**config.mk**
```make
export PLATFORM = sky130hd
export DESIGN_NAME = mul_seq_flat
export DESIGN_NICKNAME = d
export VERILOG_FILES = /design/src/rtl/mul_pkg.sv /design/src/rtl/mul_seq_if.sv /design/src/rtl/rr_arb2.sv /design/src/rtl/mul_seq.sv /design/src/flat_wrapper.sv
export SDC_FILE = /design/constraint.sdc
export NUM_CORES = 1
export LEC_CHECK = 0
export BUFFER_PORTS_ARGS = -buffer_cell sky130_fd_sc_hd__buf_2
export CAP_MARGIN = 20
export CORE_ASPECT_RATIO = 0.9
export CORE_MARGIN = 1
export CORE_UTILIZATION = 40
export CTS_CLUSTER_DIAMETER = 40
export DETAILED_ROUTE_END_ITERATION = 7
export PLACE_DENSITY = 0.75
export SYNTH_ARGS = -nofsm -noshare
export SYNTH_HDL_FRONTEND = slang
export SYNTH_SLANG_ARGS = --single-unit
```
**constraint.sdc**
```tcl
create_clock -name clk -period 1.49 [get_ports clk]
set_input_delay 0.149 -clock clk [delete_from_list [all_inputs] [get_ports clk]]
set_output_delay 0.149 -clock clk [all_outputs]
set_load 0.02 [all_outputs]
```
**src/rtl/mul_pkg.sv**
```systemverilog
// Shared types and defaults for the sequential shared-multiplier front end.
package mul_pkg;

    localparam int unsigned MUL_LAT_DEFAULT = 2;

    typedef enum logic [1:0] {
        MUL    = 2'b00,
        MULH   = 2'b01,
        MULHSU = 2'b10,
        MULHU  = 2'b11
    } mul_op_t;

    typedef enum logic [1:0] {
        IDLE = 2'd0,
        EXEC = 2'd1,
        DONE = 2'd2
    } state_t;

endpackage

```
**src/rtl/mul_seq_if.sv**
```systemverilog
// Per-requester request/response channel to mul_seq.
interface mul_seq_if;

    logic        valid;
    logic        ready;
    logic [1:0]  op;
    logic [31:0] a;
    logic [31:0] b;
    logic        flush;
    logic        rsp_valid;
    logic        rsp_ready;
    logic [31:0] rsp_data;

    modport master (
        output valid, op, a, b, flush, rsp_ready,
        input  ready, rsp_valid, rsp_data
    );

    modport slave (
        input  valid, op, a, b, flush, rsp_ready,
        output ready, rsp_valid, rsp_data
    );

endinterface

```
**src/rtl/rr_arb2.sv**
```systemverilog
// Two-way round-robin arbiter; pointer names the requester favoured on a tie.
module rr_arb2 (
    input  logic       clk,
    input  logic       rst_n,
    input  logic [1:0] req,
    input  logic       update,
    output logic [1:0] gnt
);

    logic ptr;

    // Grant the single requester, or the pointed-to one when both ask
    always_comb begin
        gnt = req;
        if (req == 2'b11) begin
            gnt = ptr ? 2'b10 : 2'b01;
        end
    end

    // On an accepted grant, point at the requester that lost
    always_ff @(posedge clk or negedge rst_n) begin
        if (!rst_n) begin
            ptr <= 1'b0;
        end else if (update) begin
            ptr <= gnt[0];
        end
    end

endmodule

```
**src/rtl/mul_seq.sv**
```systemverilog
// Sequences two requesters onto one shared multicycle multiplier.
module mul_seq
    import mul_pkg::*;
#(
    parameter int unsigned MUL_LAT = MUL_LAT_DEFAULT
) (
    input  logic        clk,
    input  logic        rst_n,
    mul_seq_if.slave    req0,
    mul_seq_if.slave    req1,
    output logic [1:0]  mul_ctrl_o,
    output logic [31:0] mul_in1_o,
    output logic [31:0] mul_in2_o,
    input  logic [31:0] mul_out_i,
    output logic        busy
);

    state_t      state_q;
    state_t      state_d;
    logic [3:0]  cnt_q;
    mul_op_t     op_q;
    logic [31:0] a_q;
    logic [31:0] b_q;
    logic        owner_q;
    logic [31:0] result_q;

    logic [1:0]  req_vec;
    logic [1:0]  gnt;
    logic        idle;
    logic        accept;
    logic        owner_flush;
    logic        owner_rsp_ready;

    assign req_vec         = {req1.valid & ~req1.flush, req0.valid & ~req0.flush};
    assign idle            = (state_q == IDLE);
    assign accept          = idle & (|gnt);
    assign owner_flush     = owner_q ? req1.flush : req0.flush;
    assign owner_rsp_ready = owner_q ? req1.rsp_ready : req0.rsp_ready;

    rr_arb2 u_arb (
        .clk    (clk),
        .rst_n  (rst_n),
        .req    (req_vec),
        .update (accept),
        .gnt    (gnt)
    );

    // State register
    always_ff @(posedge clk or negedge rst_n) begin
        if (!rst_n) begin
            state_q <= IDLE;
        end else begin
            state_q <= state_d;
        end
    end

    // Next-state logic; owner flush overrides a same-cycle response handshake
    always_comb begin
        state_d = state_q;
        unique case (state_q)
            IDLE: if (accept) state_d = EXEC;
            EXEC: begin
                if (owner_flush)        state_d = IDLE;
                else if (cnt_q == '0)   state_d = DONE;
            end
            DONE: begin
                if (owner_flush)          state_d = IDLE;
                else if (owner_rsp_ready) state_d = IDLE;
            end
            default: state_d = IDLE;
        endcase
    end

    // Handshake outputs; ready is gated by rst_n so it reads 0 throughout reset
    always_comb begin
        req0.ready     = rst_n & idle & gnt[0];
        req1.ready     = rst_n & idle & gnt[1];
        req0.rsp_valid = (state_q == DONE) & ~owner_q;
        req1.rsp_valid = (state_q == DONE) & owner_q;
        req0.rsp_data  = result_q;
        req1.rsp_data  = result_q;
        busy           = ~idle;
    end

    // Capture request, count down the multiplier latency, sample the result
    always_ff @(posedge clk or negedge rst_n) begin
        if (!rst_n) begin
            cnt_q    <= '0;
            op_q     <= MUL;
            a_q      <= '0;
            b_q      <= '0;
            owner_q  <= 1'b0;
            result_q <= '0;
        end else begin
            if (accept) begin
                cnt_q   <= 4'(MUL_LAT - 1);
                owner_q <= gnt[1];
                op_q    <= mul_op_t'(gnt[1] ? req1.op : req0.op);
                a_q     <= gnt[1] ? req1.a : req0.a;
                b_q     <= gnt[1] ? req1.b : req0.b;
            end else if (state_q == EXEC && cnt_q != '0) begin
                cnt_q <= cnt_q - 4'd1;
            end
            if (state_q == EXEC && cnt_q == '0) begin
                result_q <= mul_out_i;
            end
        end
    end

    assign mul_ctrl_o = op_q;
    assign mul_in1_o  = a_q;
    assign mul_in2_o  = b_q;

endmodule

```
**src/flat_wrapper.sv**
```systemverilog
// flat-port wrapper written by rule: the top's interface ports become plain ports
module mul_seq_flat import mul_pkg::*;
#(
    parameter int unsigned MUL_LAT = MUL_LAT_DEFAULT
)
  (clk, rst_n, mul_ctrl_o, mul_in1_o, mul_in2_o, mul_out_i, busy, req0_valid, req0_op, req0_a, req0_b, req0_flush, req0_rsp_ready, req0_ready, req0_rsp_valid, req0_rsp_data, req1_valid, req1_op, req1_a, req1_b, req1_flush, req1_rsp_ready, req1_ready, req1_rsp_valid, req1_rsp_data);
  mul_seq_if req0_i ();
  mul_seq_if req1_i ();
  input  logic clk;
  input  logic rst_n;
  output logic [1:0] mul_ctrl_o;
  output logic [31:0] mul_in1_o;
  output logic [31:0] mul_in2_o;
  input  logic [31:0] mul_out_i;
  output logic busy;
  input wire logic [$bits(req0_i.valid)-1:0] req0_valid;
  input wire logic [$bits(req0_i.op)-1:0] req0_op;
  input wire logic [$bits(req0_i.a)-1:0] req0_a;
  input wire logic [$bits(req0_i.b)-1:0] req0_b;
  input wire logic [$bits(req0_i.flush)-1:0] req0_flush;
  input wire logic [$bits(req0_i.rsp_ready)-1:0] req0_rsp_ready;
  output wire logic [$bits(req0_i.ready)-1:0] req0_ready;
  output wire logic [$bits(req0_i.rsp_valid)-1:0] req0_rsp_valid;
  output wire logic [$bits(req0_i.rsp_data)-1:0] req0_rsp_data;
  input wire logic [$bits(req1_i.valid)-1:0] req1_valid;
  input wire logic [$bits(req1_i.op)-1:0] req1_op;
  input wire logic [$bits(req1_i.a)-1:0] req1_a;
  input wire logic [$bits(req1_i.b)-1:0] req1_b;
  input wire logic [$bits(req1_i.flush)-1:0] req1_flush;
  input wire logic [$bits(req1_i.rsp_ready)-1:0] req1_rsp_ready;
  output wire logic [$bits(req1_i.ready)-1:0] req1_ready;
  output wire logic [$bits(req1_i.rsp_valid)-1:0] req1_rsp_valid;
  output wire logic [$bits(req1_i.rsp_data)-1:0] req1_rsp_data;
  assign req0_i.valid = req0_valid;
  assign req0_i.op = req0_op;
  assign req0_i.a = req0_a;
  assign req0_i.b = req0_b;
  assign req0_i.flush = req0_flush;
  assign req0_i.rsp_ready = req0_rsp_ready;
  assign req0_ready = req0_i.ready;
  assign req0_rsp_valid = req0_i.rsp_valid;
  assign req0_rsp_data = req0_i.rsp_data;
  assign req1_i.valid = req1_valid;
  assign req1_i.op = req1_op;
  assign req1_i.a = req1_a;
  assign req1_i.b = req1_b;
  assign req1_i.flush = req1_flush;
  assign req1_i.rsp_ready = req1_rsp_ready;
  assign req1_ready = req1_i.ready;
  assign req1_rsp_valid = req1_i.rsp_valid;
  assign req1_rsp_data = req1_i.rsp_data;
  mul_seq #(.MUL_LAT(MUL_LAT)) u_core (.clk(clk), .rst_n(rst_n), .req0(req0_i), .req1(req1_i), .mul_ctrl_o(mul_ctrl_o), .mul_in1_o(mul_in1_o), .mul_in2_o(mul_in2_o), .mul_out_i(mul_out_i), .busy(busy));
endmodule
```
==> Word-level counts from Yosys, hierarchy flattened <==
Index checks and enable logic that the tools add are counted.
{ "classes": {"add_sub_neg": 1, "n_bitwise": 12, "reduce_logical": 8, "n_mux": 15, "n_eq_ne": 6} }
{ "op_table": {"columns": ["cell", "count"], "rows": [
  ["$mux 32", 2],
  ["$mux 2", 8],
  ["$and 1x1->1", 8],
  ["$mux 4", 2],
  ["$ne 3x1->1 const B", 2],
  ["$pmux 2 s3", 1],
  ["$eq 2x2->1 const B", 2],
  ["$logic_not 4->1", 1],
  ["$not 1->1", 4],
  ["$reduce_bool 4->1", 1],
  ["$sub 4x1->4 const B", 1],
  ["$reduce_and 3->1", 1],
  ["$eq 2x1->1 const B", 1],
  ["$logic_and 1x1->1", 2],
  ["$logic_not 2->1", 1],
  ["$mux 1", 2],
  ["$ne 2x2->1 const B", 1],
  ["$reduce_bool 2->1", 1],
  ["$reduce_or 2->1", 1]
]} }
{ "totals": {"in_bits": 172, "output_inout_bits": 135, "ff_bits": 106} }

==> Longest topological paths before layout <==
{ "logic_depth": {"ltp_word": 8, "ltp_mapped": 6, "ltp_nobuf": 5} }

==> Hierarchy <==
From an unflattened synthesis, not the netlist that was laid out.
{ "unflattened": {"hier_cells": 450, "area_unflattened_um2": 5049.8} }
{ "by_module_without_submodules": {"columns": ["module", "instances", "cells_per_inst", "area_each_um2"], "rows": [
  ["mul_seq", 1, 445, 4987.3],
  ["rr_arb2", 1, 5, 62.6]
]} }

==> Worst setup path before layout <==
No wires, ideal clock.
{ "synth_timing": {"kind": "register to register", "from": "register u_core.cnt_q[0]", "to": "register u_core.result_q[10], in the netlist u_core.req0.rsp_data[10]", "stages_incl_launch_ff": 7, "path_slack_ns": -0.085, "arrival_time_ns": 1.450, "cell_sequence": "dfrtp_1 > inv_1 > ha_1 > nor3b_2 > nand2_1 > buf_2 > mux2_2"} }
{ "synth_between": {"elab_chain_len": 2} }
{ "synth_rtl": {"columns": ["item", "line_no", "source"], "rows": [
  ["from (decl)", "mul_seq.sv:20", "logic [3:0] cnt_q;"],
  ["from (signal assigned)", "mul_seq.sv:96", "cnt_q <= 4'(MUL_LAT - 1);"],
  ["from (signal assigned)", "mul_seq.sv:102", "cnt_q <= cnt_q - 4'd1;"],
  ["$logic_not 4->1", "mul_seq.sv:104", "if (state_q == EXEC && cnt_q == '0) begin"],
  ["$logic_and 1x1->1", "mul_seq.sv:104", null],
  ["to (signal assigned)", "mul_seq.sv:105", "result_q <= mul_out_i;"],
  ["to (decl)", "mul_seq.sv:25", "logic [31:0] result_q;"]
]} }
No other way between the ends.
A chain may end at the register's enable or synchronous reset.

==> Worst setup path after layout <==
{ "layout_timing": {"from": "register u_core.u_arb.ptr", "to": "register u_core.a_q[24], in the netlist u_core.mul_in1_o[24]"} }
{ "layout_between": {"elab_chain_len": 4, "elab_cells_between_ends": 5} }
{ "layout_rtl": {"columns": ["item", "line_no", "source"], "rows": [
  ["from (decl)", "rr_arb2.sv:10", "logic ptr;"],
  ["from (signal assigned)", "rr_arb2.sv:25", "ptr <= gnt[0];"],
  ["$mux 2 *", "rr_arb2.sv:16", "gnt = ptr ? 2'b10 : 2'b01;"],
  ["$mux 2 *", "rr_arb2.sv:15", "if (req == 2'b11) begin"],
  ["$reduce_or 2->1", "mul_seq.sv:36", "assign accept = idle & (|gnt);"],
  ["$and 1x1->1", "mul_seq.sv:36", null],
  ["to (signal assigned)", "mul_seq.sv:99", "a_q <= gnt[1] ? req1.a : req0.a;"],
  ["to (decl)", "mul_seq.sv:22", "logic [31:0] a_q;"]
]} }
Mark *: on every way between the ends. The rest lies on a longest branch, timed or not.

==> flow_summary.toml <==
[run_status]
violations = "negative setup slack"
status = "finished, violations left"

[synth]
synth_top_cell_area_share_pct = 44.3
seq_area_frac_synth_pct = 44.3
syn_inst = 547
synth_area_leaders = "dfrtp_1 44%, and3b_1 9.8%, a2bb2oi_1 9.7%, a221oi_1 9.1%, mux2_2 6.2%"
synthFlopType = "dfrtp_1"
ys_top_cells_by_count = "106 x dfrtp_1, 69 x o21ai_0, 67 x and3b_1"
ys_warn_count = 0
synth-async-reset-ratio_pct = 100
ys_types = 37
yosysMostFrequentCell = "dfrtp_1"
synth_area_um2 = 5990
ys_ff_latch = 106
synth.avg_cell_area_um2 = 10.9
synth_enable_flop_cells = 0
synth_largest_area_cell = "dfrtp_1"
syn_nets = 721

[final_layout]
layout-drive-gt1-share_pct = 61.5
insertedDiodeCount = 0
stdcell_count = 1025
area_growth_pct = 48.8
final_nets = 996

[setup_path]
arrival_ps = 1910
cpMaxStageDelayCell = "or3b_4"
critPathBufInv = 2
critPathCaptureType = "flop"
crit_path_max_incr_delay_ps = 420
cp_top_family = "simple AND/OR/NAND/NOR gates"
crit_required_ps = 1730
crit_chain = "buf_4 > or3b_4 > buf_12 > a221oi_2 > a2bb2oi_2"
startpoint_type = "flop"
ff2ff_setup_slack_ps = -180
setup.worst_path.class = "reg2reg"
worstPathMaxFanout = 29

[floorplan]
dieHeight_um = 118
num_io_pins = 307
die_area_um2 = 15500
start_util_pct = 40.8
coreArea_um2 = 14700
die_x_um = 131
rows = 42

[timing]
fin_crit_ps = 1670
period_share_pct = 112
setup_viol = 101
fmax_mhz = 600
hold_ws_ps = 12.6
worst_pin_slew_ps = 602
slew-limit-headroom_pct = 59.9
skew_ps = 6.65
rsz0062_at_grt = "yes"
setup_ws_ps = -177
hold_viol = 0
drv_slew = 0

[pwr]
pwr-share-clk_pct = 14.5
leakagePower_nw = 4.20
comb_power_share_pct = 54.7
ir_drop_mv = 1.12
p_switching_w = 0.00725
seqPwrFrac_pct = 30.8
sw_frac_of_total_pct = 43.4
power_density_nw_per_um2 = 1880
internal_power_w = 0.00947

[placed_design]
dp.cells = 988
portBuffers = 306
gp_congestion = 0.803
dp_hpwl_um = 12500

[drt]
drt_iter0_markers = 367
drc = 0
wirelength_um = 19700
wl_per_cell_um = 19.2
via_per_inst = 5.73
first_pass_iters = 5
via_count = 5871
ant_nets = 0

[cts]
cts.sinks = 106
cts_made_buffers = 9
ctsRootBufferMaster = "clkbuf_16"
clk_pin_slew_ps = 80
clk_path_buf_depth = 2
htreeDepth = 3
cts_tree = "built"
clk_latency_ps = 360

[grt]
grt_pass1_wl_um = 30300
track_usage_pct = 25.1
grt_start_max_net_pins = 52
first_global_vias = 5831
antenna_found_initial = 0
overflow = 0

[flow_run]
cap_violations = 0

[hold_path]
hold_class = "in2reg"
## what timing repair did
action                                  4_1_cts  5_1_grt
gates resized for setup                      71       49
pin swaps                                     7        7
gates cloned                                  2        1
hold endpoints to repair                    109        0
setup buffers                                 9        6
hold buffers                                  4        0
endpoints found under the setup margin       97      108
## per-stage QoR
step | power, W | utilization, % | setup TNS (ps) | worst slack (ps) | area (µm²)
global placement | 0.0128 | 52.2 | -1900 | -96.1 | 7660
detailed placement | 0.0130 | 52.2 | -3670 | -111 | 7660
global route | 0.0176 | 60.8 | -17350 | -218 | 8910
CTS | 0.0161 | 58.2 | -9480 | -157 | 8540
finish | 0.0167 | 60.8 | -11440 | -177 | 8910
floorplan | 0.0106 | - | -648 | -23.0 | 6000
## power groups by stage
stage / Combinational, W / Sequential [W] / Clock [W]
floorplan: 0.00398 / 0.00662 / 0
global placement: 0.00773 / 0.00511 / 0
detailed placement: 0.00786 / 0.00511 / 0
CTS: 0.00855 / 0.00510 / 0.00248
global route: 0.00967 / 0.00532 / 0.00258
finish: 0.00914 / 0.00515 / 0.00243
## cell usage in the layout, fill, tap and decap left out, types with 3 or more instances in the layout
cell	n
buf_2	300
dfrtp_1	106
o21ai_0	69
and3b_1	67
a221oi_2	56
a2bb2oi_1	55
mux2_2	32
buf_4	30
buf_12	15
buf_6	12
a2bb2oi_2	11
clkbuf_16	10
a221oi_4	8
dlygate4sd3_1	4
inv_2	3
inv_6	3
## routing by layer
layer	vias to the layer above	share of wire, %	global-route usage [%]
met1	2919	43	32.8
met3	38	6.5	5.91
met5	-	0	0
met2	253	48	39.9
met4	0	2.4	9.55
li1	2661	-	-
## flip-flops by register name (all words and copies together), names as in the netlist
register / flops
u_core.req0.rsp_data: 32
u_core.cnt_q: 4
u_core.mul_in2_o: 32
u_core.owner_q: 1
u_core.state_q: 2
u_core.mul_in1_o: 32
u_core.mul_ctrl_o: 2
u_core.u_arb.ptr: 1
## cell type report
| class | instances | area [µm²] |
|---|---|---|
| tap | 198 | 248 |
| clock buffer | 9 | 225 |
| multi-input combinational | 336 | 3400 |
| sequential | 106 | 2650 |
| fill | 1184 | 5750 |
| timing repair buffer | 364 | 2290 |
| clock inverter | 7 | 71.3 |
| inverter | 5 | 21.3 |
## worst paths after layout
check / start / end / cells after the start
setup / recovery: u_core.u_arb.ptr$_DFFE_PN0N_ / u_core.mul_in1_o[24]$_DFFE_PN0N_ / 5
hold / removal: mul_out_i[6] / u_core.req0.rsp_data[6]$_DFFE_PN0P_ / 2
setup reg to reg: u_core.u_arb.ptr$_DFFE_PN0N_ / u_core.mul_in1_o[24]$_DFFE_PN0N_ / 5
hold reg to reg: u_core.mul_in1_o[6]$_DFFE_PN0N_ / u_core.mul_in1_o[6]$_DFFE_PN0N_ / 1
max in group asynchronous: rst_n / u_core.mul_in1_o[19]$_DFFE_PN0N_ / 3
min in group asynchronous: rst_n / u_core.mul_in1_o[5]$_DFFE_PN0N_ / 3
## cells by family after synthesis
logic type	Yosys count	share of synthesized area, %
DFF	106	44.3
buffers and inverters	105	9.85
AOI/OAI and AO/OA	211	26.7
muxes	35	6.54
adders and majority gates	2	0.418
and+or+nand+nor	88	12.2
Power figures use the tool's default switching activity.
